## config.mk

```make
export PLATFORM = sky130hd
export DESIGN_NAME = seq_det_controller_flat
export DESIGN_NICKNAME = d
export VERILOG_FILES = /design/src/rtl/seq_det_pkg.sv /design/src/rtl/seq_det_controller_if.sv /design/src/rtl/seq_match_core.sv /design/src/rtl/seq_det_controller.sv /design/src/flat_wrapper.sv
export SDC_FILE = /design/constraint.sdc
export NUM_CORES = 1
export LEC_CHECK = 0
export ABC_AREA = 1
export ABC_CLOCK_PERIOD_IN_PS = 2400
export CAP_MARGIN = 20
export CORE_MARGIN = 5
export CORE_UTILIZATION = 47
export CTS_CLUSTER_SIZE = 8
export DETAILED_ROUTE_END_ITERATION = 8
export GPL_ROUTABILITY_DRIVEN = 0
export PLACE_DENSITY = 0.77
export SLEW_MARGIN = 20
export SYNTH_ARGS = -nofsm -noshare
export SYNTH_HDL_FRONTEND = slang
export SYNTH_SLANG_ARGS = --single-unit
```

## constraint.sdc

```tcl
create_clock -name clk -period 2.4 [get_ports clk]
set_input_delay 0.72 -clock clk [delete_from_list [all_inputs] [get_ports clk]]
set_output_delay 0.72 -clock clk [all_outputs]
set_load 0.02 [all_outputs]
```

## src/rtl/seq_det_pkg.sv

```systemverilog
// Shared types and helpers for the serial pattern-detection controller.
//   - state_e          : controller FSM states
//   - calc_len_w()     : width of a pattern-length field for a given maximum length
//   - EVT_CAUSE_*      : encodings of the completion-event cause bit
package seq_det_pkg;

    typedef enum logic [1:0] {
        IDLE   = 2'd0,
        SCAN   = 2'd1,
        REPORT = 2'd2
    } state_e;

    localparam logic EVT_CAUSE_TARGET  = 1'b0;
    localparam logic EVT_CAUSE_TIMEOUT = 1'b1;

    // One extra bit so that MAX_LEN itself is representable.
    function automatic int unsigned calc_len_w(input int unsigned max_len);
        return $clog2(max_len) + 1;
    endfunction

endpackage

```

## src/rtl/seq_det_controller_if.sv

```systemverilog
// Host-side configuration and completion-event handshake bundle.
//   cfg_*  : valid/ready config offer (pattern, length, overlap, target, timeout)
//   evt_*  : valid/ready completion event with its cause bit
//   master : host side, slave : controller side
interface seq_det_controller_if
    import seq_det_pkg::*;
#(
    parameter int unsigned MAX_LEN = 8,
    parameter int unsigned CNT_W   = 16,
    parameter int unsigned TMO_W   = 16
);
    localparam int unsigned LEN_W = calc_len_w(MAX_LEN);

    logic               cfg_valid;
    logic               cfg_ready;
    logic [MAX_LEN-1:0] cfg_pattern;
    logic [LEN_W-1:0]   cfg_len;
    logic               cfg_overlap;
    logic [CNT_W-1:0]   cfg_target;
    logic [TMO_W-1:0]   cfg_timeout;

    logic               evt_valid;
    logic               evt_ready;
    logic               evt_timeout;

    modport master (
        output cfg_valid, cfg_pattern, cfg_len, cfg_overlap, cfg_target, cfg_timeout,
        output evt_ready,
        input  cfg_ready, evt_valid, evt_timeout
    );

    modport slave (
        input  cfg_valid, cfg_pattern, cfg_len, cfg_overlap, cfg_target, cfg_timeout,
        input  evt_ready,
        output cfg_ready, evt_valid, evt_timeout
    );

endinterface

```

## src/rtl/seq_match_core.sv

```systemverilog
// Mealy bit-pattern matcher: history shift register, fill counter and masked compare.
//   clear     : synchronous clear of history and fill
//   bit_valid : qualifies input_bit (no shift, no match when low)
//   pattern   : bit 0 is compared against the newest bit
//   len       : number of low pattern bits that take part in the compare
//   overlap   : 0 = a match restarts the fill so the next match needs len fresh bits
//   detected  : combinational, asserted in the cycle of the matching bit
module seq_match_core
    import seq_det_pkg::*;
#(
    parameter int unsigned MAX_LEN = 8,
    parameter int unsigned LEN_W   = calc_len_w(MAX_LEN)
) (
    input  logic               clk,
    input  logic               reset,
    input  logic               clear,
    input  logic               bit_valid,
    input  logic               input_bit,
    input  logic [MAX_LEN-1:0] pattern,
    input  logic [LEN_W-1:0]   len,
    input  logic               overlap,
    output logic               detected
);

    logic [MAX_LEN-1:0] hist_q;
    logic [MAX_LEN-1:0] hist_d;
    logic [MAX_LEN-1:0] mask;
    logic [LEN_W-1:0]   fill_q;
    logic [LEN_W-1:0]   fill_d;

    // Candidate window including the bit arriving this cycle.
    always_comb begin
        hist_d = {hist_q[MAX_LEN-2:0], input_bit};
        fill_d = (fill_q >= LEN_W'(MAX_LEN)) ? fill_q : fill_q + LEN_W'(1);
        for (int i = 0; i < MAX_LEN; i++) begin
            mask[i] = (LEN_W'(i) < len);
        end
        detected = bit_valid && (fill_d >= len) && (((hist_d ^ pattern) & mask) == '0);
    end

    always_ff @(posedge clk or posedge reset) begin
        if (reset) begin
            hist_q <= '0;
            fill_q <= '0;
        end else if (clear) begin
            hist_q <= '0;
            fill_q <= '0;
        end else if (bit_valid) begin
            hist_q <= hist_d;
            fill_q <= (detected && !overlap) ? '0 : fill_d;
        end
    end

endmodule

```

## src/rtl/seq_det_controller.sv

```systemverilog
// Serial pattern-detection controller: latches config, runs a scan on the matcher,
// counts matches and posts one completion event (target reached or timeout).
//   clk, reset  : clock, asynchronous active-high reset
//   bus         : config offer / completion event handshakes (slave side)
//   start/abort : begin a scan from IDLE / drop back to IDLE without an event
//   bit_valid, input_bit : qualified serial stream
//   detected    : combinational Mealy match pulse
//   busy        : controller not in IDLE
//   match_count : matches in the current or last scan
// Build option SEQ_DET_CTRL_TIMEOUT_EN: adds the scan timeout counter; without it
// cfg_timeout has no effect, evt_timeout is 0 and a scan ends on target or abort.
module seq_det_controller
    import seq_det_pkg::*;
#(
    parameter int unsigned MAX_LEN = 8,
    parameter int unsigned CNT_W   = 16,
    parameter int unsigned TMO_W   = 16
) (
    input  logic                 clk,
    input  logic                 reset,
    seq_det_controller_if.slave  bus,
    input  logic                 start,
    input  logic                 abort,
    input  logic                 bit_valid,
    input  logic                 input_bit,
    output logic                 detected,
    output logic                 busy,
    output logic [CNT_W-1:0]     match_count
);

    localparam int unsigned LEN_W = calc_len_w(MAX_LEN);

    state_e             state;
    state_e             state_d;
    logic [MAX_LEN-1:0] pat_q;
    logic [LEN_W-1:0]   len_q;
    logic               ovl_q;
    logic [CNT_W-1:0]   tgt_q;
    logic [CNT_W-1:0]   count_d;
    logic [CNT_W-1:0]   count_inc;
    logic [CNT_W-1:0]   tgt_eff;
    logic               cfg_fire;
    logic               len_legal;
    logic               core_clear;
    logic               core_bit_valid;

`ifdef SEQ_DET_CTRL_TIMEOUT_EN
    logic [TMO_W-1:0]   tmo_q;
    logic [TMO_W-1:0]   tmo_cnt;
    logic [TMO_W-1:0]   tmo_cnt_d;
    logic               tmo_hit;
    logic               evt_timeout_q;
    logic               cause_d;
`endif

    assign bus.cfg_ready = (state == IDLE) && !start;
    assign bus.evt_valid = (state == REPORT);
    assign busy          = (state != IDLE);
    assign cfg_fire      = bus.cfg_valid && bus.cfg_ready;
    assign len_legal     = (len_q != '0) && (len_q <= LEN_W'(MAX_LEN));
    assign count_inc     = (match_count == '1) ? match_count : match_count + CNT_W'(1);
    assign tgt_eff       = (tgt_q == '0) ? CNT_W'(1) : tgt_q;
    // Stream is only looked at while scanning; REPORT ignores bit_valid.
    assign core_bit_valid = bit_valid && (state == SCAN);

`ifdef SEQ_DET_CTRL_TIMEOUT_EN
    assign tmo_hit         = (tmo_q != '0) && ((tmo_cnt + TMO_W'(1)) == tmo_q);
    assign bus.evt_timeout = evt_timeout_q;
`else
    assign bus.evt_timeout = EVT_CAUSE_TARGET;
`endif

    seq_match_core #(
        .MAX_LEN (MAX_LEN),
        .LEN_W   (LEN_W)
    ) u_core (
        .clk       (clk),
        .reset     (reset),
        .clear     (core_clear),
        .bit_valid (core_bit_valid),
        .input_bit (input_bit),
        .pattern   (pat_q),
        .len       (len_q),
        .overlap   (ovl_q),
        .detected  (detected)
    );

    // State register.
    always_ff @(posedge clk or posedge reset) begin
        if (reset) state <= IDLE;
        else       state <= state_d;
    end

    // Next state and counter updates; a match beats a timeout in the same cycle.
    always_comb begin
        state_d    = state;
        count_d    = match_count;
        core_clear = 1'b0;
`ifdef SEQ_DET_CTRL_TIMEOUT_EN
        cause_d    = evt_timeout_q;
        tmo_cnt_d  = tmo_cnt;
`endif
        case (state)
            IDLE: begin
                if (start && len_legal) begin
                    state_d    = SCAN;
                    count_d    = '0;
                    core_clear = 1'b1;
`ifdef SEQ_DET_CTRL_TIMEOUT_EN
                    cause_d    = EVT_CAUSE_TARGET;
                    tmo_cnt_d  = '0;
`endif
                end
            end
            SCAN: begin
`ifdef SEQ_DET_CTRL_TIMEOUT_EN
                tmo_cnt_d = tmo_cnt + TMO_W'(1);
`endif
                if (detected) count_d = count_inc;
                if (detected && (count_inc >= tgt_eff)) begin
                    state_d = REPORT;
`ifdef SEQ_DET_CTRL_TIMEOUT_EN
                    cause_d = EVT_CAUSE_TARGET;
                end else if (tmo_hit) begin
                    state_d = REPORT;
                    cause_d = EVT_CAUSE_TIMEOUT;
`endif
                end
            end
            REPORT: begin
                if (bus.evt_ready) state_d = IDLE;
            end
            default: state_d = IDLE;
        endcase
        // Abort overrides everything outside IDLE; the count keeps its last value.
        if (abort && (state != IDLE)) begin
            state_d = IDLE;
            count_d = match_count;
        end
    end

    // Latched configuration and match counter.
    always_ff @(posedge clk or posedge reset) begin
        if (reset) begin
            pat_q       <= '0;
            len_q       <= LEN_W'(1);
            ovl_q       <= 1'b1;
            tgt_q       <= CNT_W'(1);
            match_count <= '0;
        end else begin
            if (cfg_fire) begin
                pat_q <= bus.cfg_pattern;
                len_q <= bus.cfg_len;
                ovl_q <= bus.cfg_overlap;
                tgt_q <= bus.cfg_target;
            end
            match_count <= count_d;
        end
    end

`ifdef SEQ_DET_CTRL_TIMEOUT_EN
    // Timeout limit, scan-cycle counter and event cause.
    always_ff @(posedge clk or posedge reset) begin
        if (reset) begin
            tmo_q         <= '0;
            tmo_cnt       <= '0;
            evt_timeout_q <= 1'b0;
        end else begin
            if (cfg_fire) tmo_q <= bus.cfg_timeout;
            tmo_cnt       <= tmo_cnt_d;
            evt_timeout_q <= cause_d;
        end
    end
`endif

endmodule

```

## src/flat_wrapper.sv

```systemverilog
// flat-port wrapper written by rule: the top's interface ports become plain ports
module seq_det_controller_flat import seq_det_pkg::*;
#(
    parameter int unsigned MAX_LEN = 8,
    parameter int unsigned CNT_W   = 16,
    parameter int unsigned TMO_W   = 16
)
  (clk, reset, start, abort, bit_valid, input_bit, detected, busy, match_count, bus_cfg_valid, bus_cfg_pattern, bus_cfg_len, bus_cfg_overlap, bus_cfg_target, bus_cfg_timeout, bus_evt_ready, bus_cfg_ready, bus_evt_valid, bus_evt_timeout);
  seq_det_controller_if #(.MAX_LEN(MAX_LEN), .CNT_W(CNT_W), .TMO_W(TMO_W)) bus_i ();
  input  logic clk;
  input  logic reset;
  input  logic start;
  input  logic abort;
  input  logic bit_valid;
  input  logic input_bit;
  output logic detected;
  output logic busy;
  output logic [CNT_W-1:0] match_count;
  input wire logic [$bits(bus_i.cfg_valid)-1:0] bus_cfg_valid;
  input wire logic [$bits(bus_i.cfg_pattern)-1:0] bus_cfg_pattern;
  input wire logic [$bits(bus_i.cfg_len)-1:0] bus_cfg_len;
  input wire logic [$bits(bus_i.cfg_overlap)-1:0] bus_cfg_overlap;
  input wire logic [$bits(bus_i.cfg_target)-1:0] bus_cfg_target;
  input wire logic [$bits(bus_i.cfg_timeout)-1:0] bus_cfg_timeout;
  input wire logic [$bits(bus_i.evt_ready)-1:0] bus_evt_ready;
  output wire logic [$bits(bus_i.cfg_ready)-1:0] bus_cfg_ready;
  output wire logic [$bits(bus_i.evt_valid)-1:0] bus_evt_valid;
  output wire logic [$bits(bus_i.evt_timeout)-1:0] bus_evt_timeout;
  assign bus_i.cfg_valid = bus_cfg_valid;
  assign bus_i.cfg_pattern = bus_cfg_pattern;
  assign bus_i.cfg_len = bus_cfg_len;
  assign bus_i.cfg_overlap = bus_cfg_overlap;
  assign bus_i.cfg_target = bus_cfg_target;
  assign bus_i.cfg_timeout = bus_cfg_timeout;
  assign bus_i.evt_ready = bus_evt_ready;
  assign bus_cfg_ready = bus_i.cfg_ready;
  assign bus_evt_valid = bus_i.evt_valid;
  assign bus_evt_timeout = bus_i.evt_timeout;
  seq_det_controller #(.MAX_LEN(MAX_LEN), .CNT_W(CNT_W), .TMO_W(TMO_W)) u_core (.clk(clk), .reset(reset), .bus(bus_i), .start(start), .abort(abort), .bit_valid(bit_valid), .input_bit(input_bit), .detected(detected), .busy(busy), .match_count(match_count));
endmodule
```

; ---- Word level (Yosys, flattened, before mapping)
; Index checks and enable logic that the tools add are counted.
[op_classes]
n_reduce_logical = 21
mux = 18
eq_ne = 8
order_cmp = 12
add_sub_neg = 2
bitwise = 3
[ops]
columns = op, count
row1 = $mux W16, 4
row2 = $pmux W16 S2, 1
row3 = $add A16 B1 Y16 const B, 1
row4 = $eq A16 B16 Y1 const B, 1
row5 = $ge A16 B16 Y1, 1
row6 = $logic_not A16 Y1, 1
row7 = $lt A3 B4 Y1 const A, 4
row8 = $mux W4, 4
row9 = $mux W7, 2
row10 = $logic_and A1 B1 Y1, 10
row11 = $and A8 B8 Y8, 1
row12 = $logic_not A8 Y1, 1
row13 = $lt A1 B4 Y1 const A, 2
row14 = $lt A2 B4 Y1 const A, 2
row15 = $mux W2, 4
row16 = $xor A8 B8 Y8, 1
row17 = $pmux W2 S3, 1
row18 = $reduce_bool A2 Y1, 3
row19 = $add A4 B1 Y4 const B, 1
row20 = $ge A4 B4 Y1, 1
row21 = $ge A4 B4 Y1 const B, 1
row22 = $le A4 B4 Y1 const B, 1
row23 = $reduce_and A4 Y1, 1
row24 = $reduce_bool A4 Y1, 1
row25 = 12 further kinds, 14
[word_totals]
register_bits = 58
elab_cells = 72

; ---- Logic depth before layout (Yosys ltp)
; Gate-level depths: netlist of run 1.
[depth]
word_depth = 9
ltp_mapped = 21
ltp_nobuf = 20

; ---- Cells and area by module
; Synthesis of run 1 repeated with hierarchy kept, for this count alone.
[hier_totals]
cells_unflattened = 490
area_unflattened_um2 = 3717.3
[by_module_without_submodules]
columns = mod, cells_each, n_inst, area_per_inst_um2, seq_area_each_um2
row1 = seq_det_controller, 353, 1, 2841.5, 1179.9
row2 = seq_match_core, 137, 1, 875.8, 275.3

; ---- Least setup slack after synthesis of run 1
; No wires, ideal clock.
[synth_path]
kind = reg2out
start = register u_core.u_core.fill_q[0]
end = output port detected
setup_slack_ns = -0.141
arrival_time_ns = 1.821
stages_incl_launch_ff = 13
cell_sequence = dfrtp_1 inv_1 ha_1 nand2_1 o21ai_0 ha_1 nand2_1 nand2_1 nand2_1 nand3_1 nand2_2 nor2_8 buf_4
[synth_between]
elab_chain_len = 5
elab_cells_between_ends = 6
[synth_lines]
columns = element, line
row1 = "start, declared", seq_match_core.sv:28  ; logic [LEN_W-1:0] fill_q;
row2 = "start signal, assigned", seq_match_core.sv:50  ; fill_q <= (detected && !overlap) ? '0 : fill_d;
row3 = $add A4 B1 Y4 / $ge A4 B4 Y1 (equally long branches), seq_match_core.sv:34  ; fill_d = (fill_q >= LEN_W'(MAX_LEN)) ? fill_q : fill_q + LEN_W'(1);
row4 = $mux W4 (*), seq_match_core.sv:34
row5 = $ge A4 B4 Y1 (*), seq_match_core.sv:38  ; detected = bit_valid && (fill_d >= len) && (((hist_d ^ pattern) & mask) == '0);
row6 = $logic_and A1 B1 Y1 (*) (2 in a row), seq_match_core.sv:38
row7 = "end, declared", flat_wrapper.sv:16  ; output logic detected;
; Mark *: on every way between the ends. The rest lies on a longest branch, timed or not.

; ---- Final worst setup path of run 1
; Same ends and word-level chain as after synthesis.

==> results of run 1 <==
==> through the flow <==
stage	worst slack [ns]	area, um^2	power, mW
after global placement	-0.705	4650	2.85
after floorplan	-0.0334	3670	2.37
after global routing	-0.491	5210	4.42
final	-0.396	5210	4.14
after CTS	-0.352	5020	3.99
after detailed placement	-0.721	4650	2.93
==> cells in the mapped netlist <==
cell type,n,area share [%]
sky130_fd_sc_hd__mux2_1,2,0.61
sky130_fd_sc_hd__a22oi_1,3,0.61
sky130_fd_sc_hd__nand3_2,10,2.7
sky130_fd_sc_hd__o21ai_0,12,1.6
sky130_fd_sc_hd__ha_1,23,7.8
sky130_fd_sc_hd__nand4_1,5,0.85
sky130_fd_sc_hd__nor2_8,1,0.55
sky130_fd_sc_hd__buf_2,5,0.68
sky130_fd_sc_hd__nand3_1,36,4.9
sky130_fd_sc_hd__dfstp_2,3,2.1
sky130_fd_sc_hd__xor2_1,14,3.3
sky130_fd_sc_hd__nand2_2,11,1.9
sky130_fd_sc_hd__nor2_4,2,0.61
sky130_fd_sc_hd__nor2_1,44,4.5
sky130_fd_sc_hd__xnor2_1,1,0.24
sky130_fd_sc_hd__nor2_2,5,0.85
sky130_fd_sc_hd__mux2_2,4,1.2
sky130_fd_sc_hd__nand2_4,5,1.5
sky130_fd_sc_hd__o21ai_1,2,0.27
sky130_fd_sc_hd__buf_4,2,0.41
sky130_fd_sc_hd__o22ai_1,2,0.34
sky130_fd_sc_hd__nor4_1,5,0.85
sky130_fd_sc_hd__conb_1,1,0.10
sky130_fd_sc_hd__inv_2,9,0.92
sky130_fd_sc_hd__o21a_1,1,0.20
sky130_fd_sc_hd__nor3_4,1,0.44
sky130_fd_sc_hd__buf_6,2,0.61
sky130_fd_sc_hd__clkbuf_1,2,0.20
sky130_fd_sc_hd__nand2_1,87,8.9
sky130_fd_sc_hd__a21oi_1,37,5.0
sky130_fd_sc_hd__o21bai_1,2,0.41
sky130_fd_sc_hd__o31ai_1,1,0.20
sky130_fd_sc_hd__nor3_1,7,0.96
sky130_fd_sc_hd__dfrtp_1,55,38
sky130_fd_sc_hd__a41o_1,1,0.27
sky130_fd_sc_hd__inv_1,54,5.5
==> layer usage <==
metal  up-vias  share of wire, %  track usage (%)
li1       1707                 -                -
met1      1684                40             25.6
met2       155                51             34.6
met3        33               6.1             3.00
met4         0               3.2             10.9
met5         -                 0                0
==> report_power, final <==
part | leakage (nW) | internal (mW) | switching, mW
clock network | 0.108 | 0.593 | 0.400
logic | 1.78 | 0.703 | 0.971
registers | 0.715 | 1.27 | 0.204
total | 2.60 | 2.57 | 1.57
==> kinds of logic after synthesis <==
kind of cell	after synthesis	share of synthesized area (%)
adders and majority gates	23	7.85
other	1	0.102
and+or+nand+nor	219	29.6
DFF	58	39.7
AOI/OAI and AO/OA	61	9.01
buffers and inverters	74	8.36
muxes	6	1.84
xor gates and xnor gates	15	3.58
==> timing repair <==
action                     CTS  global route
gates resized for setup     26            32
pin swaps                   15            20
buffers inserted            11             2
setup endpoints to repair    4            20
==> final timing paths <==
kind                                    startpoint                 endpoint  cells after the start
min reg2reg                           u_core.ovl_q             u_core.ovl_q                      2
max reg2reg                  u_core.match_count[1]          u_core.state[0]                     18
min                                   u_core.ovl_q             u_core.ovl_q                      2
max                        u_core.u_core.fill_q[0]                 detected                     12
max in group asynchronous                    reset  u_core.u_core.hist_q[6]                      3
min in group asynchronous                    reset          u_core.pat_q[7]                      2
==> worst max-delay path: cells and delay by family (launching register included) <==
kind	cells	cell delay (ns)
buffers and inverters	2	0.21
adders and majority gates	2	0.51
AOI/OAI and AO/OA	1	0.06
DFF	1	0.40
and+or+nand+nor	7	0.54
==> registers in the layout (all words and copies together) (netlist names) <==
| signal | count |
|---|---|
| u_core.len_q | 4 |
| u_core.match_count | 16 |
| u_core.ovl_q | 1 |
| u_core.pat_q | 8 |
| u_core.state | 2 |
| u_core.tgt_q | 16 |
| u_core.u_core.fill_q | 4 |
| u_core.u_core.hist_q | 7 |
==> cell type report <==
type / instances / area [um^2]
clock buffer: 13 / 179
clock inverter: 3 / 45.0
fill: 575 / 2440
inverter: 63 / 239
multi-input combinational: 325 / 2140
sequential: 58 / 1460
tap: 102 / 128
timing repair buffer: 114 / 1020
==> out/qor.yml, run 1 <==
final_layout:
  post_route_cells_drive_above_1_share_pct: 29.3
  antenna_cells_inserted: 0
  final_nets: 647
  area_growth_syn_to_layout_pct: 42.0
  layout_common_cells: "sky130_fd_sc_hd__nand2_1 (82), sky130_fd_sc_hd__clkdlybuf4s50_1 (54), sky130_fd_sc_hd__buf_4 (54)"
  postLayoutCoreUtil_pct: 68.1
  layout.cells.most_common: "sky130_fd_sc_hd__nand2_1"
  finalNonFillerCells: 678
yosys:
  synth_fp_nets: 533
  synth.yosys.warnings: 0
  postSynthAreaPerCell_um2: 8.02
  ys_seq_area_share_pct: 39.7
  synth-seq-cells: 58
  synth_cell_types: 36
  synth_cells: 457
  synth_area_um2: 3670
clock_network:
  tritoncts: "built"
  cts.reportedPaths.clkPinSlew_ns: 0.06
  cts_hold_repair.buffers: 0
  tritoncts.num_buffers: 9
  clk_latency_ns: 0.34
  cts.sinks: 58
  clock_path_buffers: 2
  cts-root-buf: "sky130_fd_sc_hd__clkbuf_8"
  cts-htree-levels: 3
global_route:
  grt_first_pass_wirelength_um: 16200
  globalRouteOverflowTotal: 0
  first_global_vias: 3583
  antenna_found_initial: 0
  grt_start_max_net_pins: 26
  global_route.usage.total_pct: 20.6
power_and_ir_drop:
  power.density_cell_area_nw_per_um2: 795
  ir_drop_mv: 0.629
  static-leakage-power_nw: 2.60
timing:
  min_period_over_period_pct: 117
  fmax_mhz: 358
  layout_min_cycle_time_ns: 2.80
  report.final.hold_viol_count: 0
  fin_ws_ns: -0.396
  setup_violations: 2
  worstMarginPinSlew_ns: 0.498
  finalHoldWorstSlack_ns: 0.512
  worst_slew_margin_rel_pct: 66.8
  grt_setup_unrepaired: "yes"
  maximum_clock_skew_at_final_layout_ns: 0.0154
  timing.setup.tns_ns: -0.423
  timing.final.max_slew_violations: 0
route:
  drt_drc_violations_left: 0
  detail_route.vias_per_cell: 5.28
  drt-total-wl_um: 10300
  firstDrtPassIters: 5
  initialDrtViolationCount: 235
  ant_nets: 0
  detail_route.wl_per_cell_um: 15.2
  vias: 3579
critical_path:
  setup.reg_to_reg.worst_slack_ns: -0.03
  critPathKind: "register to output pin"
  timing.critical_path.arrival_ns: 2.08
  crit_path_cell_trace: "inv_2, ha_4, nand2_2, o21ai_2, ha_1, nand2_1, nand2_1, nand2_1, nand3_2, nand2_4, nor2_8, buf_6"
  critical_path.most_common_cell: "sky130_fd_sc_hd__nand2_1"
  endpoint_kind: "output pin"
  path_max_fanout: 3
  timing.critical_path.from_type: "register"
  cp_data_required_time_ns: 1.68
  critPathSlowestCell: "sky130_fd_sc_hd__dfrtp_1"
  worst_path_largest_cell_delay_ns: 0.40
place:
  place.detailed.hpwl_um: 7220
  place_inst: 649
  placement.io_buffers: 56
floorplan:
  fp.coreArea_um2: 7650
  die_height_um: 98.3
  floorplan.initialDensity_pct: 48.0
  die_width_um: 98.3
  boundaryPins: 74
  design.die.area_um2: 9670
  std_cell_rows: 32
worst_hold_path:
  hold_path_class: "register to register"
run:
  cap_violations: 0
status:
  status: "complete, but fails checks"
  failing_checks: "setup timing"
Note: power is estimated with default switching activity, not from simulation.
==> inputs of run 2 (changes only) <==
--- a/config.mk
+++ b/config.mk
@@ -5,15 +5,15 @@
 export SDC_FILE = /design/constraint.sdc
 export NUM_CORES = 1
 export LEC_CHECK = 0
-export ABC_AREA = 1
 export ABC_CLOCK_PERIOD_IN_PS = 2400
 export CAP_MARGIN = 20
+export CORE_ASPECT_RATIO = 1.25
 export CORE_MARGIN = 5
-export CORE_UTILIZATION = 47
+export CORE_UTILIZATION = 46
 export CTS_CLUSTER_SIZE = 8
 export DETAILED_ROUTE_END_ITERATION = 8
 export GPL_ROUTABILITY_DRIVEN = 0
-export PLACE_DENSITY = 0.77
+export PLACE_DENSITY = 0.76
 export SLEW_MARGIN = 20
 export SYNTH_ARGS = -nofsm -noshare
 export SYNTH_HDL_FRONTEND = slang
==> out/qor.yml, run 2 <==
status:
  status: "complete, but fails checks"
  failing_checks: "setup timing"
yosys:
  yosys_most_used_dff: "sky130_fd_sc_hd__dfrtp_1"
  synth-seq-cells: 58
  synth_area_leader_cell: "sky130_fd_sc_hd__dfrtp_1"
  synth_cell_types: 52
  synth_area_um2: 3480
  synth_enable_flop_cells: 0
  synth_most_common_cell: "sky130_fd_sc_hd__dfrtp_1"
  post_synth_main_area_contributors: "sky130_fd_sc_hd__dfrtp_1 (40%), sky130_fd_sc_hd__ha_1 (8.3%), sky130_fd_sc_hd__o21ai_0 (5.5%), sky130_fd_sc_hd__nand2_1 (5.4%), sky130_fd_sc_hd__mux2_2 (4.2%)"
  postSynthAreaPerCell_um2: 9.41
  synth.yosys.warnings: 0
  ys_seq_area_share_pct: 41.8
  synth_cells: 370
  synth_top_area_share_pct: 39.5
  synth_fp_nets: 446
  synth_async_sr_flop_share_pct: 100
  synth_commonest_cells: "sky130_fd_sc_hd__dfrtp_1 (55), sky130_fd_sc_hd__nand2_1 (50), sky130_fd_sc_hd__o21ai_0 (38), sky130_fd_sc_hd__inv_1 (25), sky130_fd_sc_hd__ha_1 (23)"
timing:
  fmax_mhz: 322
  timing.final.max_slew_violations: 0
  min_period_over_period_pct: 129
  setup_violations: 11
  report.final.hold_viol_count: 0
  fin_ws_ns: -0.706
  maximum_clock_skew_at_final_layout_ns: 0.0109
  finalHoldWorstSlack_ns: 0.533
  layout_min_cycle_time_ns: 3.11
  grt_setup_unrepaired: "yes"
power_and_ir_drop:
  ir_drop_mv: 0.483
  total_power_mw: 4.26
  static-leakage-power_nw: 2.45
  clock_power_share_pct: 19.6
  power.share.combinational_pct: 45.1
  power.share.sequential_pct: 35.3
  power_spent_charging_and_discharging_nets_mw: 1.60
  power.density_cell_area_nw_per_um2: 803
  intPower_mw: 2.66
  power_switching_share_pct: 37.5
final_layout:
  final_nets: 586
  area_growth_syn_to_layout_pct: 52.3
  postLayoutCoreUtil_pct: 71.6
  reg.largest.list: "u_core.match_count x16, u_core.tgt_q x16, u_core.pat_q x8"
  finalNonFillerCells: 607
  layout_common_cells: "sky130_fd_sc_hd__buf_4 (76), sky130_fd_sc_hd__dfrtp_1 (53), sky130_fd_sc_hd__clkdlybuf4s50_1 (52)"
  post_route_cells_drive_above_1_share_pct: 34.8
  antenna_cells_inserted: 0
  nFillCells: 512
  layout.cells.most_common: "sky130_fd_sc_hd__buf_4"
floorplan:
  die_height_um: 107
  design.die.area_um2: 9420
  boundaryPins: 74
  std_cell_rows: 35
  fp.coreArea_um2: 7400
  floorplan.initialDensity_pct: 47.0
  die_width_um: 87.8
place:
  placement.io_buffers: 56
  dpl_worst_slack_ns: -0.840
  place_inst: 577
  place.detailed.hpwl_um: 7420
global_route:
  grt_util_met2_pct: 40.9
  use_met1_pct: 24.3
  grt_start_max_net_pins: 49
  global_route.peak_usage_layer: "met2"
  antenna_found_initial: 0
  globalRouteOverflowTotal: 0
  grt_use_met3_pct: 3.91
  global_route.usage.total_pct: 22.1
  grt_first_pass_wirelength_um: 16200
  first_global_vias: 3467
critical_path:
  path_max_fanout: 2
  endpoint_kind: "register"
  timing.critical_path.arrival_ns: 3.35
  timing.critical_path.from_type: "register"
  cp_data_required_time_ns: 2.64
  critPathKind: "register to register"
clock_network:
  tritoncts: "built"
  cts.reportedPaths.clkPinSlew_ns: 0.07
  cts.sinks: 58
  tritoncts.num_buffers: 9
  clock_path_buffers: 2
  cts-root-buf: "sky130_fd_sc_hd__clkbuf_8"
  cts-htree-levels: 3
  clk_latency_ns: 0.35
run:
  cap_violations: 0
route:
  vias: 3455
  initialDrtViolationCount: 229
  detail_route.wl_per_cell_um: 18.0
  detail_route.vias_per_cell: 5.69
  ant_nets: 0
  firstDrtPassIters: 5
  drt-total-wl_um: 11000
  drt_drc_violations_left: 0
worst_hold_path:
  hold_path_class: "register to register"
[run 2: cell count changes in the layout (fill, tap and decap cells not counted), sizes merged, moves of 18 or more]
cell	delta
nor2	-42
o21ai	+24
nand3	-41
nand2	-53
buf	+28
a21oi	-18
inv	-38
[run 2: cell families after synthesis]
logic type               after synthesis  synth area share [%]
multiplexers                          15                  4.92
buffers and inverters                 38                  4.60
other                                  1                 0.108
AND/OR/NAND/NOR                      128                  19.8
flip-flops                            58                  41.8
XOR/XNOR                              17                  4.28
adder cells (fa/ha/maj)               23                  8.27
AO/OA/AOI/OAI                         90                  16.2
[run 2: metrics by stage]
| stage | area [um^2] | TNS (ns) |
|---|---|---|
| global placement | 4710 | -5.66 |
| detailed placement | 4710 | -6.63 |
| finish | 5300 | -2.63 |
| global route | 5300 | -4.01 |
| floorplan | 3530 | -1.15 |
| CTS | 5010 | -2.38 |
[run 2: final cells by class]
cell class | count | area [um^2] | share of cell area [%]
Clock buffer | 10 | 138 | 2.60
Clock inverter | 6 | 42.5 | 0.803
Inverter | 25 | 93.8 | 1.77
Multi-Input combinational cell | 274 | 2180 | 41.2
Sequential cell | 58 | 1460 | 27.5
Tap cell | 92 | 115 | 2.17
Timing Repair Buffer | 142 | 1270 | 24.0
[run 2: power by group through the flow]
stage	Sequential [mW]	Combinational, mW	Clock (mW)
after floorplan	1.47	0.966	0
after global placement	1.49	1.58	0
after detailed placement	1.50	1.67	0
after CTS	1.49	1.77	0.842
after global routing	1.53	2.11	0.881
final	1.50	1.92	0.834
[run 2: final timing paths]
path                                            start               to  slack [ns]  cells past startpoint
worst min-delay path                  u_core.pat_q[0]  u_core.pat_q[0]        0.53                      1
max in group asynchronous                       reset     u_core.ovl_q        1.13                      3
worst min register to register        u_core.pat_q[0]  u_core.pat_q[0]        0.53                      1
worst max register to register  u_core.match_count[2]  u_core.state[0]       -0.71                     16
worst max-delay path            u_core.match_count[2]  u_core.state[0]       -0.71                     16
min in group asynchronous                       reset  u_core.tgt_q[6]        0.71                      2
[run 2: worst max-delay path, cell delays in order (launching register included)]
cell and delay, ns:
sky130_fd_sc_hd__dfrtp_2 0.38, sky130_fd_sc_hd__and4_4 0.23, sky130_fd_sc_hd__nand4_1 0.15, sky130_fd_sc_hd__nor3_2 0.25, sky130_fd_sc_hd__buf_4 0.17, sky130_fd_sc_hd__xnor2_2 0.10
sky130_fd_sc_hd__nand2_1 0.14, sky130_fd_sc_hd__ha_4 0.32, sky130_fd_sc_hd__nand4_1 0.13, sky130_fd_sc_hd__buf_4 0.16, sky130_fd_sc_hd__buf_4 0.13, sky130_fd_sc_hd__buf_4 0.12
sky130_fd_sc_hd__buf_4 0.12, sky130_fd_sc_hd__buf_4 0.12, sky130_fd_sc_hd__o21ai_1 0.19, sky130_fd_sc_hd__o21ai_2 0.12, sky130_fd_sc_hd__a21o_1 0.16
[run 2: layer usage]
layer | vias up | part of all wire, %
li1 | 1599 | -
met1 | 1691 | 38
met2 | 129 | 54
met3 | 36 | 4.9
met4 | 0 | 3.5
met5 | - | 0
[run 2: repair_timing]
action | CTS | global route
setup endpoints to repair | 19 | 22
gates resized for setup | 28 | 41
hold buffers | 0 | 0
gates cloned | 0 | 1
buffers inserted | 6 | 10
pin swaps | 20 | 30
==> inputs of run 3 (changes only) <==
--- a/config.mk
+++ b/config.mk
@@ -14,6 +14,7 @@
 export DETAILED_ROUTE_END_ITERATION = 8
 export GPL_ROUTABILITY_DRIVEN = 0
 export PLACE_DENSITY = 0.76
+export RECOVER_POWER = 25
 export SLEW_MARGIN = 20
 export SYNTH_ARGS = -nofsm -noshare
 export SYNTH_HDL_FRONTEND = slang
==> out/qor.yml, run 3 (synthesis gave the netlist of run 2 again) <==
status:
  status: "complete, but fails checks"
  failing_checks: "setup timing"
clock_network:
  cts.reportedPaths.clkPinSlew_ns: 0.07
  cts.sinks: 58
  tritoncts: "built"
  cts-htree-levels: 3
  cts_hold_repair.buffers: 0
  tritoncts.num_buffers: 9
  clock_path_buffers: 2
  clk_latency_ns: 0.35
  cts-root-buf: "sky130_fd_sc_hd__clkbuf_8"
timing:
  worstMarginPinSlew_ns: 0.829
  fin_ws_ns: -0.698
  worst_slew_margin_rel_pct: 44.7
  min_period_over_period_pct: 129
  grt_setup_unrepaired: "yes"
  finalHoldWorstSlack_ns: 0.533
  layout_min_cycle_time_ns: 3.10
  timing.final.max_slew_violations: 0
  fmax_mhz: 323
  report.final.hold_viol_count: 0
  setup_violations: 11
  maximum_clock_skew_at_final_layout_ns: 0.0104
route:
  firstDrtPassIters: 5
  ant_nets: 0
  detail_route.vias_per_cell: 5.68
  initialDrtViolationCount: 208
  drt_drc_violations_left: 0
  detail_route.wl_per_cell_um: 18.0
  drt-total-wl_um: 10900
  vias: 3448
worst_hold_path:
  hold_path_class: "register to register"
  min_from: "u_core.pat_q[0]"
  timing.hold.worst_path_depth: 1
  min_delay_worst_endpoint: "u_core.pat_q[0]"
global_route:
  first_global_vias: 3467
  antenna_found_initial: 0
  grt_first_pass_wirelength_um: 16200
  grt_start_max_net_pins: 49
  globalRouteOverflowTotal: 0
  global_route.usage.total_pct: 22.1
critical_path:
  endpoint_kind: "register"
  critical_path.most_common_cell: "sky130_fd_sc_hd__buf_4"
  worst_path_largest_cell_delay_ns: 0.38
  r2r_worst_path_depth: 16
  setup.reg_to_reg.worst_slack_ns: -0.70
  timing.critical_path.from_type: "register"
  timing.critical_path.arrival_ns: 3.34
  rr_startpoint: "u_core.match_count[2]"
  crit_path_cell_trace: "and4_4, nand4_1, nor3_2, buf_4, xnor2_2, nand2_1, ha_4, nand4_1, buf_4, buf_4, buf_4, buf_4, buf_4, o21ai_1, o21ai_2, a21o_1"
  critPathSlowestCell: "sky130_fd_sc_hd__dfrtp_2"
  critPathKind: "register to register"
  cp_data_required_time_ns: 2.64
  cp.buffers_inverters: 6
  path_delay_family: "simple AND/OR/NAND/NOR gates"
  path_max_fanout: 2
  rr_endpoint: "u_core.state[0]"
final_layout:
  antenna_cells_inserted: 0
  finalNonFillerCells: 607
  reg.largest.list: "u_core.match_count x16, u_core.tgt_q x16, u_core.pat_q x8"
  layout.cells.most_common: "sky130_fd_sc_hd__buf_4"
  finalInstanceArea_um2: 5290
  area_growth_syn_to_layout_pct: 51.8
  final_nets: 586
  layout_common_cells: "sky130_fd_sc_hd__buf_4 (76), sky130_fd_sc_hd__dfrtp_1 (53), sky130_fd_sc_hd__clkdlybuf4s50_1 (51)"
  nFillCells: 513
  post_route_cells_drive_above_1_share_pct: 34.6
floorplan:
  die_height_um: 107
  design.die.area_um2: 9420
  fp.coreArea_um2: 7400
  std_cell_rows: 35
  die_width_um: 87.8
  boundaryPins: 74
  floorplan.initialDensity_pct: 47.0
power_and_ir_drop:
  static-leakage-power_nw: 2.45
  ir_drop_mv: 0.483
  total_power_mw: 4.25
  power.density_cell_area_nw_per_um2: 803
place:
  place.detailed.hpwl_um: 7420
  placed_cell_area_um2: 4710
  place_inst: 577
  dpl_worst_slack_ns: -0.840
  placement.io_buffers: 56
run:
  cap_violations: 0
run 3: how the worst max path moves through the flow:
stage,start,slack [ns],depth (start not counted),endpoint
2_1_floorplan,u_core.match_count[2],-0.61,14,u_core.state[0]
3_3_place_gp,bit_valid,-0.80,6,detected
3_5_place_dp,bit_valid,-0.84,6,detected
4_1_cts,u_core.match_count[2],-0.64,13,u_core.state[0]
5_1_grt,u_core.match_count[2],-0.80,16,u_core.state[0]
6_report,u_core.match_count[2],-0.70,16,u_core.state[0]
run 3: metal layers:
metal	up-vias	track usage (%)	wire (um)
li1	1601	-	-
met1	1686	24.3	4120
met2	125	40.9	5890
met3	36	3.91	532
met4	0	8.77	396
met5	-	0	0
run 3: worst register-to-register path, stage by stage, from the launching register on:
cell and delay (ns):
sky130_fd_sc_hd__dfrtp_2 0.38, sky130_fd_sc_hd__and4_4 0.23, sky130_fd_sc_hd__nand4_1 0.15, sky130_fd_sc_hd__nor3_2 0.25
sky130_fd_sc_hd__buf_4 0.17, sky130_fd_sc_hd__xnor2_2 0.10, sky130_fd_sc_hd__nand2_1 0.14, sky130_fd_sc_hd__ha_4 0.32
sky130_fd_sc_hd__nand4_1 0.13, sky130_fd_sc_hd__buf_4 0.16, sky130_fd_sc_hd__buf_4 0.13, sky130_fd_sc_hd__buf_4 0.12
sky130_fd_sc_hd__buf_4 0.12, sky130_fd_sc_hd__buf_4 0.12, sky130_fd_sc_hd__o21ai_1 0.19, sky130_fd_sc_hd__o21ai_2 0.12
sky130_fd_sc_hd__a21o_1 0.16
run 3: layout make-up:
cell class	count	area, um^2	area share [%]
Timing Repair Buffer	142	1260	23.8
Clock inverter	6	42.5	0.805
Tap cell	92	115	2.18
Sequential cell	58	1460	27.6
Inverter	25	93.8	1.78
Clock buffer	10	138	2.60
Multi-Input combinational cell	274	2180	41.3
run 3: repair_timing:
item,CTS,global route
pin swaps,20,30
gates resized for setup,28,41
setup buffers,6,10
cloned,0,1
setup endpoints to repair,19,22
run 3: power by group:
group	leakage, nW	switching, mW	total, mW	internal (mW)
Sequential	0.744	0.231	1.50	1.27
Combinational	1.62	0.930	1.91	0.983
Clock	0.0882	0.429	0.831	0.402
Total	2.45	1.59	4.25	2.66
run 3: stage by stage:
stage / setup TNS (ns) / utilization [%]
after floorplan: -1.15 / -
after global placement: -5.66 / 63.7
after detailed placement: -6.63 / 63.7
after CTS: -2.38 / 67.6
after global routing: -4.01 / 71.4
final: -2.62 / 71.4
==> variant, RTL diff (flow settings as in run 1) <==
The 3 states of `state_e` get a one-hot encoding in 3 bits.
--- a/src/rtl/seq_det_pkg.sv
+++ b/src/rtl/seq_det_pkg.sv
@@ -4,10 +4,10 @@
 //   - EVT_CAUSE_*      : encodings of the completion-event cause bit
 package seq_det_pkg;
 
-    typedef enum logic [1:0] {
-        IDLE   = 2'd0,
-        SCAN   = 2'd1,
-        REPORT = 2'd2
+    typedef enum logic [2:0] {
+        IDLE   = 3'b001,
+        SCAN   = 3'b010,
+        REPORT = 3'b100
     } state_e;
 
     localparam logic EVT_CAUSE_TARGET  = 1'b0;
Function: no difference found for any inputs over 4 cycles, from zero or initial values and one cycle with reset high; so few cycles prove little.
==> variant against run 1 <==
The run still ends with setup timing left. Fmax down 3.0%. Design area up 1.4%. Area after synthesis up 2.5%. Power up 11%. Wire length down 3.6%. Count of clock-buffer cells in the layout down 4. Synthesized cell count up 3.3%. Core utilization down 0.10 points. Cell count up 0.15%. Clock skew down 0.0051 ns. Setup slack worse by 0.088 ns. Sequential cell count up 1. Non-clock buffer count down 16.
==> variant: results (changes against run 1) <==
- Outcome: complete, but fails checks
- The final reports fail on setup timing.
* Accumulated negative setup slack: -1.46 ns (-1.04 ns)
- The largest net degree at the start of global routing came to 60 (+130%).
* Register-to-register path setup slack: -0.09 ns (-0.06 ns)
- Number of global-route vias before repair: 3343 (-6.7%)
- Total number of nets in the final design: 648 (+0.15%)
- The final setup violation count was 17 (+15).
- The mean area per synthesized cell is 7.96 sq um (-0.77%).
* Placed insts: 655 (+0.92%)
* End of the worst register-to-register path: u_core.match_count[10]
- DR iter-0 viols: 175 (-26%)
- The worst hold path begins at u_core.u_core.hist_q[6].
- The total vias in the final route was 3562 (-0.47%).
- Adder-Cell Fraction of Synth Area: 7.66% (-0.19 points)
- Headroom to the max-slew limit: 59.0% (-7.7 points)
* Most area-consuming cells after synthesis: sky130_fd_sc_hd__dfrtp_1, sky130_fd_sc_hd__nand2_1, sky130_fd_sc_hd__ha_1
* Count of distinct cell types in the synthesized netlist: 40 (+11%)
* Setup clock skew after layout: 0.0103 ns (-0.00509 ns)
- Arrival time of the worst setup path: 2.16 ns (+0.08 ns)
- The post-place instance area is 4680 sq um (+0.67%).
- Post-synthesis xor/xnor area fraction: 3.26% (-0.32 points)
* Worst reg2reg path startpoint: u_core.u_core.fill_q[0]
* Kind of cell adding the most delay to the critical path: adder cells
- Cell depth of the worst flop-to-flop path: 19 (+1)
- DR WL/cell: 14.6 microns (-3.8%)
- Fraction of the mapped netlist area in compound gates: 10.9% (+1.8 points)
- Global-route usage over all layers: 18.9% (-1.7 points)
- Sequential cell area fraction in the yosys report: 39.4% (-0.27 points)
* Worst hold margin: 0.526 ns (+0.0141 ns)
- Largest vdd supply drop: 0.501 mV (-20%)
- Setup WS post-layout: -0.484 ns (-0.0876 ns)
## variant: area by class of cell
class	instances	area [sq um]
clock buffers	9	124
clock inverters	7	77.6
fillers	577	2480
inverters	68	263
multi-input cells	336	2270
flip-flops and latches	59	1490
well taps	102	128
repair buffers	98	937
## variant: timing repair
action,CTS,global route
setup endpoints to repair,6,20
resized for setup,20,70
pin swaps,6,30
cloned,0,1
buffers inserted,3,4
## variant: worst max path at each step
stage / from / to / slack, ns / depth (start not counted)
CTS: u_core.u_core.fill_q[0] / detected / -0.48 / 14
floorplan: u_core.u_core.fill_q[0] / detected / -0.05 / 14
detailed placement: input_bit / detected / -0.71 / 8
finish: u_core.u_core.fill_q[0] / detected / -0.48 / 14
global placement: input_bit / detected / -0.70 / 8
global route: u_core.u_core.fill_q[1] / detected / -0.58 / 14
## variant: metal layers
layer | up-vias | wire (microns) | track usage [%]
li1 | 1722 | - | -
met1 | 1688 | 4410 | 26.0
met2 | 129 | 4750 | 30.3
met3 | 23 | 546 | 3.44
met4 | 0 | 229 | 6.09
met5 | - | 0 | 0
## variant: cells by family (layout without fill, tap and decap cells)
kind of cell	after synthesis	count (layout)
other	1	1
and+or+nand+nor	229	230
xor gates and xnor gates	14	14
AOI/OAI and AO/OA	62	62
buffers and inverters	78	182
DFF	59	59
adders and majority gates	23	23
muxes	6	6
## variant: where the power goes
group	internal, mW	switching (mW)	total (mW)
clock network	0.486	0.438	0.923
logic	0.878	1.26	2.14
registers	1.32	0.197	1.51
